$ cat config.mk
export PLATFORM = sky130hd
export DESIGN_NAME = lh_sweep_arbiter_flat
export DESIGN_NICKNAME = d
export VERILOG_FILES = /design/src/rtl/lh_pkg.sv /design/src/rtl/lh_sweep_arbiter_if.sv /design/src/rtl/lh_rr_arbiter.sv /design/src/rtl/lh_sweep_arbiter.sv /design/src/flat_wrapper.sv
export SDC_FILE = /design/constraint.sdc
export NUM_CORES = 1
export LEC_CHECK = 0
export ABC_AREA = 1
export ABC_CLOCK_PERIOD_IN_PS = 8600
export BUFFER_PORTS_ARGS = -buffer_cell sky130_fd_sc_hd__buf_2
export CORE_MARGIN = 5
export CORE_UTILIZATION = 59
export CTS_CLUSTER_DIAMETER = 80
export DETAILED_ROUTE_END_ITERATION = 7
export HOLD_SLACK_MARGIN = 0.06
export PLACE_DENSITY = 0.88
export SYNTH_ARGS = -nofsm -noshare
export SYNTH_HDL_FRONTEND = slang
export SYNTH_SLANG_ARGS = --single-unit
$ cat constraint.sdc
create_clock -name CLK -period 8.6 [get_ports CLK]
set_clock_uncertainty 0.05 [all_clocks]
set_input_delay 0.86 -clock CLK [delete_from_list [all_inputs] [get_ports CLK]]
set_output_delay 0.86 -clock CLK [all_outputs]
set_load 0.005 [all_outputs]
$ cat src/rtl/lh_pkg.sv
// -----------------------------------------------------------------------------
// lh_pkg
// Shared definitions for the LightHouse sweep collector:
//   - sweep word layout (32-bit tick count + 2-bit axis address)
//   - axis encoding (LH0 axis0/1, LH1 axis0/1)
//   - output FSM state encoding
//   - DROP_COUNT width, default channel count, saturating add helper
// -----------------------------------------------------------------------------
package lh_pkg;

  localparam int TICK_W        = 32;
  localparam int AXIS_W        = 2;
  localparam int DROP_CNT_W    = 16;
  localparam int N_SENSORS_DEF = 4;

  typedef enum logic [AXIS_W-1:0] {
    AXIS_LH0_A0 = 2'd0,
    AXIS_LH0_A1 = 2'd1,
    AXIS_LH1_A0 = 2'd2,
    AXIS_LH1_A1 = 2'd3
  } lh_axis_e;

  typedef struct packed {
    logic [TICK_W-1:0] ticks;
    logic [AXIS_W-1:0] axis;
  } lh_sweep_t;

  typedef enum logic {
    ST_EMPTY = 1'b0,
    ST_FULL  = 1'b1
  } lh_out_state_e;

  // Saturating add used by the drop counter; sticks at all-ones.
  function automatic logic [DROP_CNT_W-1:0] sat_add_cnt(
    input logic [DROP_CNT_W-1:0] a,
    input logic [DROP_CNT_W-1:0] b
  );
    logic [DROP_CNT_W:0] sum;
    sum = {1'b0, a} + {1'b0, b};
    if (sum[DROP_CNT_W]) begin
      return {DROP_CNT_W{1'b1}};
    end else begin
      return sum[DROP_CNT_W-1:0];
    end
  endfunction

endpackage

$ cat src/rtl/lh_sweep_arbiter_if.sv
// -----------------------------------------------------------------------------
// lh_sweep_arbiter_if
// Host-facing valid/ready channel carrying one sweep result.
//   valid  : word valid (driven by collector)
//   ready  : consumer accepts word (driven by host serializer)
//   data   : 32-bit tick value
//   addr   : 2-bit axis address
//   sensor : originating channel index
// master = collector side, slave = consumer side.
// -----------------------------------------------------------------------------
interface lh_sweep_arbiter_if #(
  parameter int IDX_W = 4
) ();
  import lh_pkg::*;

  logic              valid;
  logic              ready;
  logic [TICK_W-1:0] data;
  logic [AXIS_W-1:0] addr;
  logic [IDX_W-1:0]  sensor;

  modport master (output valid, output data, output addr, output sensor, input  ready);
  modport slave  (input  valid, input  data, input  addr, input  sensor, output ready);

endinterface

$ cat src/rtl/lh_rr_arbiter.sv
// -----------------------------------------------------------------------------
// lh_rr_arbiter
// Combinational N-way round-robin pick. Scans from i_ptr+1 upward (mod N)
// and grants the first set request bit.
//   i_req : request vector
//   i_ptr : index of the previous winner
//   o_gnt : one-hot grant (zero when no request)
//   o_idx : encoded index of the winner
//   o_any : at least one request set
// -----------------------------------------------------------------------------
module lh_rr_arbiter #(
  parameter int N     = 4,
  parameter int IDX_W = 4
) (
  input  logic [N-1:0]     i_req,
  input  logic [IDX_W-1:0] i_ptr,
  output logic [N-1:0]     o_gnt,
  output logic [IDX_W-1:0] o_idx,
  output logic             o_any
);

  localparam int SEL_W = (N > 1) ? $clog2(N) : 1;

  logic [SEL_W-1:0] w_cand;

  // Rotating priority scan starting just after the last winner.
  always_comb begin
    o_gnt  = '0;
    o_idx  = '0;
    o_any  = 1'b0;
    w_cand = '0;
    for (int k = 1; k <= N; k++) begin
      w_cand = SEL_W'((int'(i_ptr) + k) % N);
      if (!o_any && i_req[w_cand]) begin
        o_any         = 1'b1;
        o_gnt[w_cand] = 1'b1;
        o_idx         = IDX_W'(w_cand);
      end else begin
        o_any = o_any;
      end
    end
  end

endmodule

$ cat src/rtl/lh_sweep_arbiter.sv
// -----------------------------------------------------------------------------
// lh_sweep_arbiter
// Collects single-cycle sweep results from N decoders into one-deep slots,
// round-robins among pending slots and presents one word at a time on a
// valid/ready channel. Tracks dropped results per channel and in total.
//   CLK, RST_N   : clock, asynchronous active-low reset
//   ENABLE       : per-channel enable (0 flushes the slot, ignores strobes)
//   SENS_READY   : per-channel one-cycle result strobe
//   SENS_DATA    : tick values, channel i at [32i+31:32i]
//   SENS_ADDR    : axis addresses, channel i at [2i+1:2i]
//   out_if       : host channel (valid/ready/data/addr/sensor)
//   OVERFLOW     : sticky per-channel drop flags
//   CLR_OVF      : clears OVERFLOW and DROP_COUNT (a same-cycle drop wins)
//   DROP_COUNT   : saturating total of dropped results
// -----------------------------------------------------------------------------
module lh_sweep_arbiter
  import lh_pkg::*;
#(
  parameter int N_SENSORS = N_SENSORS_DEF,
  parameter int IDX_W     = 4
) (
  input  logic                      CLK,
  input  logic                      RST_N,
  input  logic [N_SENSORS-1:0]      ENABLE,
  input  logic [N_SENSORS-1:0]      SENS_READY,
  input  logic [TICK_W*N_SENSORS-1:0] SENS_DATA,
  input  logic [AXIS_W*N_SENSORS-1:0] SENS_ADDR,
  lh_sweep_arbiter_if.master        out_if,
  output logic [N_SENSORS-1:0]      OVERFLOW,
  input  logic                      CLR_OVF,
  output logic [DROP_CNT_W-1:0]     DROP_COUNT
);

  lh_out_state_e            r_state;
  lh_out_state_e            w_state_nxt;
  lh_sweep_t                r_slot [N_SENSORS];
  logic [N_SENSORS-1:0]     r_pending;
  logic [IDX_W-1:0]         r_rr_ptr;
  lh_sweep_t                r_out;
  logic [IDX_W-1:0]         r_out_sensor;
  logic [N_SENSORS-1:0]     r_overflow;
  logic [DROP_CNT_W-1:0]    r_drop_cnt;

  logic [N_SENSORS-1:0]     w_req;
  logic [N_SENSORS-1:0]     w_gnt;
  logic [IDX_W-1:0]         w_idx;
  logic                     w_any;
  logic                     w_hs;
  logic                     w_grant_en;
  logic                     w_do_grant;
  logic [N_SENSORS-1:0]     w_granted;
  logic [N_SENSORS-1:0]     w_strobe;
  logic [N_SENSORS-1:0]     w_capture;
  logic [N_SENSORS-1:0]     w_drop;
  logic [N_SENSORS-1:0]     w_pending_nxt;
  logic [N_SENSORS-1:0]     w_overflow_nxt;
  logic [DROP_CNT_W-1:0]    w_drop_num;
  logic [DROP_CNT_W-1:0]    w_drop_cnt_nxt;
  lh_sweep_t                w_sel;

  // Disabled channels are masked so a slot being flushed can never win.
  assign w_req = r_pending & ENABLE;

  lh_rr_arbiter #(
    .N     (N_SENSORS),
    .IDX_W (IDX_W)
  ) u_rr (
    .i_req (w_req),
    .i_ptr (r_rr_ptr),
    .o_gnt (w_gnt),
    .o_idx (w_idx),
    .o_any (w_any)
  );

  assign w_hs       = (r_state == ST_FULL) & out_if.ready;
  assign w_grant_en = (r_state == ST_EMPTY) | w_hs;
  assign w_do_grant = w_grant_en & w_any;
  assign w_granted  = w_do_grant ? w_gnt : '0;
  assign w_strobe   = SENS_READY & ENABLE;

  // A slot being granted this cycle is free for a new capture in the same cycle.
  assign w_capture     = w_strobe & (~r_pending | w_granted);
  assign w_drop        = w_strobe & r_pending & ~w_granted;
  assign w_pending_nxt = ENABLE & (w_capture | (r_pending & ~w_granted));

  // Drop accounting: popcount of this cycle's drops, clear applied first so drops win.
  always_comb begin
    w_drop_num = '0;
    for (int i = 0; i < N_SENSORS; i++) begin
      w_drop_num = w_drop_num + {{(DROP_CNT_W-1){1'b0}}, w_drop[i]};
    end
    if (CLR_OVF) begin
      w_overflow_nxt = w_drop;
      w_drop_cnt_nxt = w_drop_num;
    end else begin
      w_overflow_nxt = r_overflow | w_drop;
      w_drop_cnt_nxt = sat_add_cnt(r_drop_cnt, w_drop_num);
    end
  end

  // One-hot mux of the winning slot.
  always_comb begin
    w_sel = '0;
    for (int i = 0; i < N_SENSORS; i++) begin
      if (w_gnt[i]) begin
        w_sel = w_sel | r_slot[i];
      end else begin
        w_sel = w_sel;
      end
    end
  end

  // Output FSM next-state.
  always_comb begin
    w_state_nxt = r_state;
    case (r_state)
      ST_EMPTY: begin
        if (w_any) begin
          w_state_nxt = ST_FULL;
        end else begin
          w_state_nxt = ST_EMPTY;
        end
      end
      ST_FULL: begin
        if (w_hs && !w_any) begin
          w_state_nxt = ST_EMPTY;
        end else begin
          w_state_nxt = ST_FULL;
        end
      end
      default: w_state_nxt = ST_EMPTY;
    endcase
  end

  // Output FSM state register.
  always_ff @(posedge CLK or negedge RST_N) begin
    if (!RST_N) begin
      r_state <= ST_EMPTY;
    end else begin
      r_state <= w_state_nxt;
    end
  end

  // Per-channel slot capture and pending bits.
  always_ff @(posedge CLK or negedge RST_N) begin
    if (!RST_N) begin
      r_pending <= '0;
      for (int i = 0; i < N_SENSORS; i++) begin
        r_slot[i] <= '0;
      end
    end else begin
      r_pending <= w_pending_nxt;
      for (int i = 0; i < N_SENSORS; i++) begin
        if (w_capture[i]) begin
          r_slot[i].ticks <= SENS_DATA[TICK_W*i +: TICK_W];
          r_slot[i].axis  <= SENS_ADDR[AXIS_W*i +: AXIS_W];
        end
      end
    end
  end

  // Output word register and round-robin pointer; load only on grant.
  always_ff @(posedge CLK or negedge RST_N) begin
    if (!RST_N) begin
      r_out        <= '0;
      r_out_sensor <= '0;
      r_rr_ptr     <= IDX_W'(N_SENSORS - 1);
    end else if (w_do_grant) begin
      r_out        <= w_sel;
      r_out_sensor <= w_idx;
      r_rr_ptr     <= w_idx;
    end
  end

  // Sticky overflow flags and saturating drop counter.
  always_ff @(posedge CLK or negedge RST_N) begin
    if (!RST_N) begin
      r_overflow <= '0;
      r_drop_cnt <= '0;
    end else begin
      r_overflow <= w_overflow_nxt;
      r_drop_cnt <= w_drop_cnt_nxt;
    end
  end

  assign out_if.valid  = (r_state == ST_FULL);
  assign out_if.data   = r_out.ticks;
  assign out_if.addr   = r_out.axis;
  assign out_if.sensor = r_out_sensor;
  assign OVERFLOW      = r_overflow;
  assign DROP_COUNT    = r_drop_cnt;

endmodule

$ cat src/flat_wrapper.sv
// flat-port wrapper written by rule: the top's interface ports become plain ports
module lh_sweep_arbiter_flat import lh_pkg::*;
#(
  parameter int N_SENSORS = N_SENSORS_DEF,
  parameter int IDX_W     = 4
)
  (CLK, RST_N, ENABLE, SENS_READY, SENS_DATA, SENS_ADDR, OVERFLOW, CLR_OVF, DROP_COUNT, out_if_valid, out_if_data, out_if_addr, out_if_sensor, out_if_ready);
  lh_sweep_arbiter_if #(.IDX_W(IDX_W)) out_if_i ();
  input  logic CLK;
  input  logic RST_N;
  input  logic [N_SENSORS-1:0] ENABLE;
  input  logic [N_SENSORS-1:0] SENS_READY;
  input  logic [TICK_W*N_SENSORS-1:0] SENS_DATA;
  input  logic [AXIS_W*N_SENSORS-1:0] SENS_ADDR;
  output logic [N_SENSORS-1:0] OVERFLOW;
  input  logic CLR_OVF;
  output logic [DROP_CNT_W-1:0] DROP_COUNT;
  output wire logic [$bits(out_if_i.valid)-1:0] out_if_valid;
  output wire logic [$bits(out_if_i.data)-1:0] out_if_data;
  output wire logic [$bits(out_if_i.addr)-1:0] out_if_addr;
  output wire logic [$bits(out_if_i.sensor)-1:0] out_if_sensor;
  input wire logic [$bits(out_if_i.ready)-1:0] out_if_ready;
  assign out_if_valid = out_if_i.valid;
  assign out_if_data = out_if_i.data;
  assign out_if_addr = out_if_i.addr;
  assign out_if_sensor = out_if_i.sensor;
  assign out_if_i.ready = out_if_ready;
  lh_sweep_arbiter #(.N_SENSORS(N_SENSORS), .IDX_W(IDX_W)) u_core (.CLK(CLK), .RST_N(RST_N), .ENABLE(ENABLE), .SENS_READY(SENS_READY), .SENS_DATA(SENS_DATA), .SENS_ADDR(SENS_ADDR), .out_if(out_if_i), .OVERFLOW(OVERFLOW), .CLR_OVF(CLR_OVF), .DROP_COUNT(DROP_COUNT));
endmodule
==> reports/metrics.yaml <==
outcome: "finished clean"
antenna_found_initial: 1
first_pass_iters: 7
wl_per_cell_um: 16.7
fin_crit_sh_pct: 73.4
ys_ff_latch: 199
synth_cells: 1206
drive_above_1_share_pct: 20.4
grtUsageTotal_pct: 29.2
path_class: "register to register"
cp_slowest_cell: "dfstp_2"
design_area_mm2: 0.0112
cap_violations: 0
clock_latency_ns: 0.43
p_sw_share_pct: 41.7
hold_class: "register to register"
critPathMaxStageDelay_ns: 0.66
vias: 8746
power.density_mw_per_mm2: 353
dieArea_mm2: 0.0190
grt_pass1_wl_um: 43000
synth_edf_count: 0
async_reset_ff_share_pct: 100
post-route-min-period_ns: 6.32
path_max_fanout: 37
vdd_drop_max_mv: 0.260
io_pins: 207
netlist_area_mm2: 0.00964
final_common_cell: "nand2_1"
num-fill-cells: 1249
die_width_um: 138
post_dp_cell_area_mm2: 0.0106
setup_viol: 0
crit_arrival_ns: 6.63
seqPwrFrac_pct: 38.0
drt_wl_total_um: 26700
grt_max_degree: 115
synthAdderAreaFrac_pct: 2.10
grt_pass1_vias: 8617
muxShareOfSynthArea_pct: 0
drc: 0
avgSynthCellArea_um2: 7.99
cts_max_path_buffers: 2
met3_usage_pct: 6.25
drt-initial-drc-count: 926
hold_buffers: 0
yosys_warnings: 0
leakagePower_uw: 0.00614
max_freq_ghz: 0.158
post-route-util_pct: 70.3
switchingPower_uw: 1650
p_total_uw: 3960
gp_congestion: 0.895
dp_hpwl_um: 17700
synthSimpleGateAreaFrac_pct: 38.5
worst_pin_slew_ns: 1.24
cts_resized: 0
startpoint_type: "register"
synth_compound_area_share_pct: 1.44
tns_ns: 0
gr-usage-met1_pct: 38.9
ys_types: 34
core.rowCount: 46
clk_pin_slew_ns: 0.07
root_buffer: "clkbuf_16"
synthToLayoutAreaGrowth_pct: 16.3
internal_power_uw: 2300
slew_headroom_pct: 17.1
rsz0062_at_grt: "no"
ys.flop_type: "dfrtp_1"
via_per_inst: 5.46
critPathCaptureType: "register"
nets: 1534
grt-ovfl-total: 0
clock_sinks: 199
crit_top_cell: "inv_1"
r2r_setup_slack_ns: 2.28
synth_xor_area_share_pct: 0.909
postCtsSetupRepairBufs: 0
holdWs_ns: 0.422
p_comb_share_pct: 40.4
grt_busiest_layer: "met2"
cp.required_ns: 8.92
final_cell_mix: "nand2_1, buf_2, nand3_1, dfrtp_1, nor2_1"
h-tree-depth: 4
yosysSeqAreaShare_pct: 51.7
slew_violations: 0
die_h_um: 138
clkPwrFrac_pct: 21.6
design.core.area_mm2: 0.0159
start_util_pct: 60.5
use_met2_pct: 48.0
cts_buffers: 17
postRouteAntennaNets: 0
synth_top_family_by_area: "simple AND/OR/NAND/NOR gates"
portBuffers: 204
cts_tree: "built"
finalHoldViolations: 0
-- cells by family after synthesis --
group | count (synthesis)
simple gates | 857
flops | 199
buf+inv | 99
compound gates | 25
fa+ha+maj | 15
xor+xnor | 10
other cells | 1
-- per-layer routing --
layer	vias to the layer above	share of wire, %
met5	-	0
met4	0	2.5
met3	62	9.7
met2	454	48
met1	4092	40
li1	4138	-
-- worst max-delay path: cells and delay by family, from the launching register on --
family / cells / cell delay (ns)
AO/OA/AOI/OAI: 1 / 0.31
adder cells (fa/ha/maj): 5 / 1.70
buffers and inverters: 7 / 0.80
flip-flops: 1 / 0.66
AND/OR/NAND/NOR: 15 / 2.73
-- flip-flops by register name, indices dropped and copies added, names as in the netlist --
signal	flops
u_core.DROP_COUNT	16
u_core.OVERFLOW	4
u_core.out_if.addr	2
u_core.out_if.data	32
u_core.out_if.sensor	2
u_core.out_if.valid	1
u_core.r_pending	4
u_core.r_rr_ptr	2
u_core.r_slot	136
-- stage by stage --
| stage | std cells | setup WS, ns |
|---|---|---|
| 6_report | 1601 | 2.28 |
| 2_1_floorplan | 1207 | 3.61 |
| 4_1_cts | 1600 | 2.37 |
| 3_5_place_dp | 1568 | 2.41 |
| 5_1_grt | 1601 | 1.74 |
| 3_3_place_gp | 1568 | 2.68 |
-- final timing paths --
check | cells past startpoint | start | endpoint
min in group asynchronous | 1 | RST_N | u_core.r_slot[2]
max in group asynchronous | 2 | RST_N | u_core.r_slot[118]
worst min register to register | 2 | u_core.r_slot[126] | u_core.r_slot[126]
worst min-delay path | 2 | u_core.r_slot[126] | u_core.r_slot[126]
worst max-delay path | 28 | u_core.r_rr_ptr[0] | u_core.DROP_COUNT[9]
worst max register to register | 28 | u_core.r_rr_ptr[0] | u_core.DROP_COUNT[9]
-- Yosys cell counts, types with 4 or more instances --
cell / instances / area (um2)
inv_1: 31 / 116
ha_1: 13 / 163
nand2_2: 17 / 106
buf_2: 27 / 135
clkbuf_1: 15 / 56.3
dfrtp_1: 197 / 4930
nand2_4: 13 / 146
inv_2: 5 / 18.8
nand4_1: 4 / 25.0
buf_6: 9 / 101
buf_4: 9 / 67.6
nand2_1: 489 / 1840
o21ai_0: 9 / 45.0
xor2_1: 6 / 52.6
nand3_1: 202 / 1010
xnor2_1: 4 / 35.0
nor2_1: 121 / 454
a21oi_1: 7 / 35.0
-- final cells by class --
| type | instances | area [um2] | area share [%] |
|---|---|---|---|
| multi-input cells | 909 | 4140 | 37.0 |
| repair buffers | 206 | 1040 | 9.32 |
| well taps | 216 | 270 | 2.41 |
| clock buffers | 17 | 425 | 3.79 |
| clock inverters | 15 | 200 | 1.79 |
| flip-flops and latches | 199 | 4980 | 44.4 |
| diodes | 1 | 2.50 | 0.0223 |
| inverters | 38 | 143 | 1.27 |
-- power groups by stage --
stage                     Sequential, uW  Combinational [uW]  Clock (uW)
after floorplan                     1470                1190           0
after global placement              1500                1530           0
after detailed placement            1510                1580           0
after CTS                           1500                1600         859
after global routing                1540                1810         899
final                               1500                1600         853
Power figures use the tool's default switching activity.
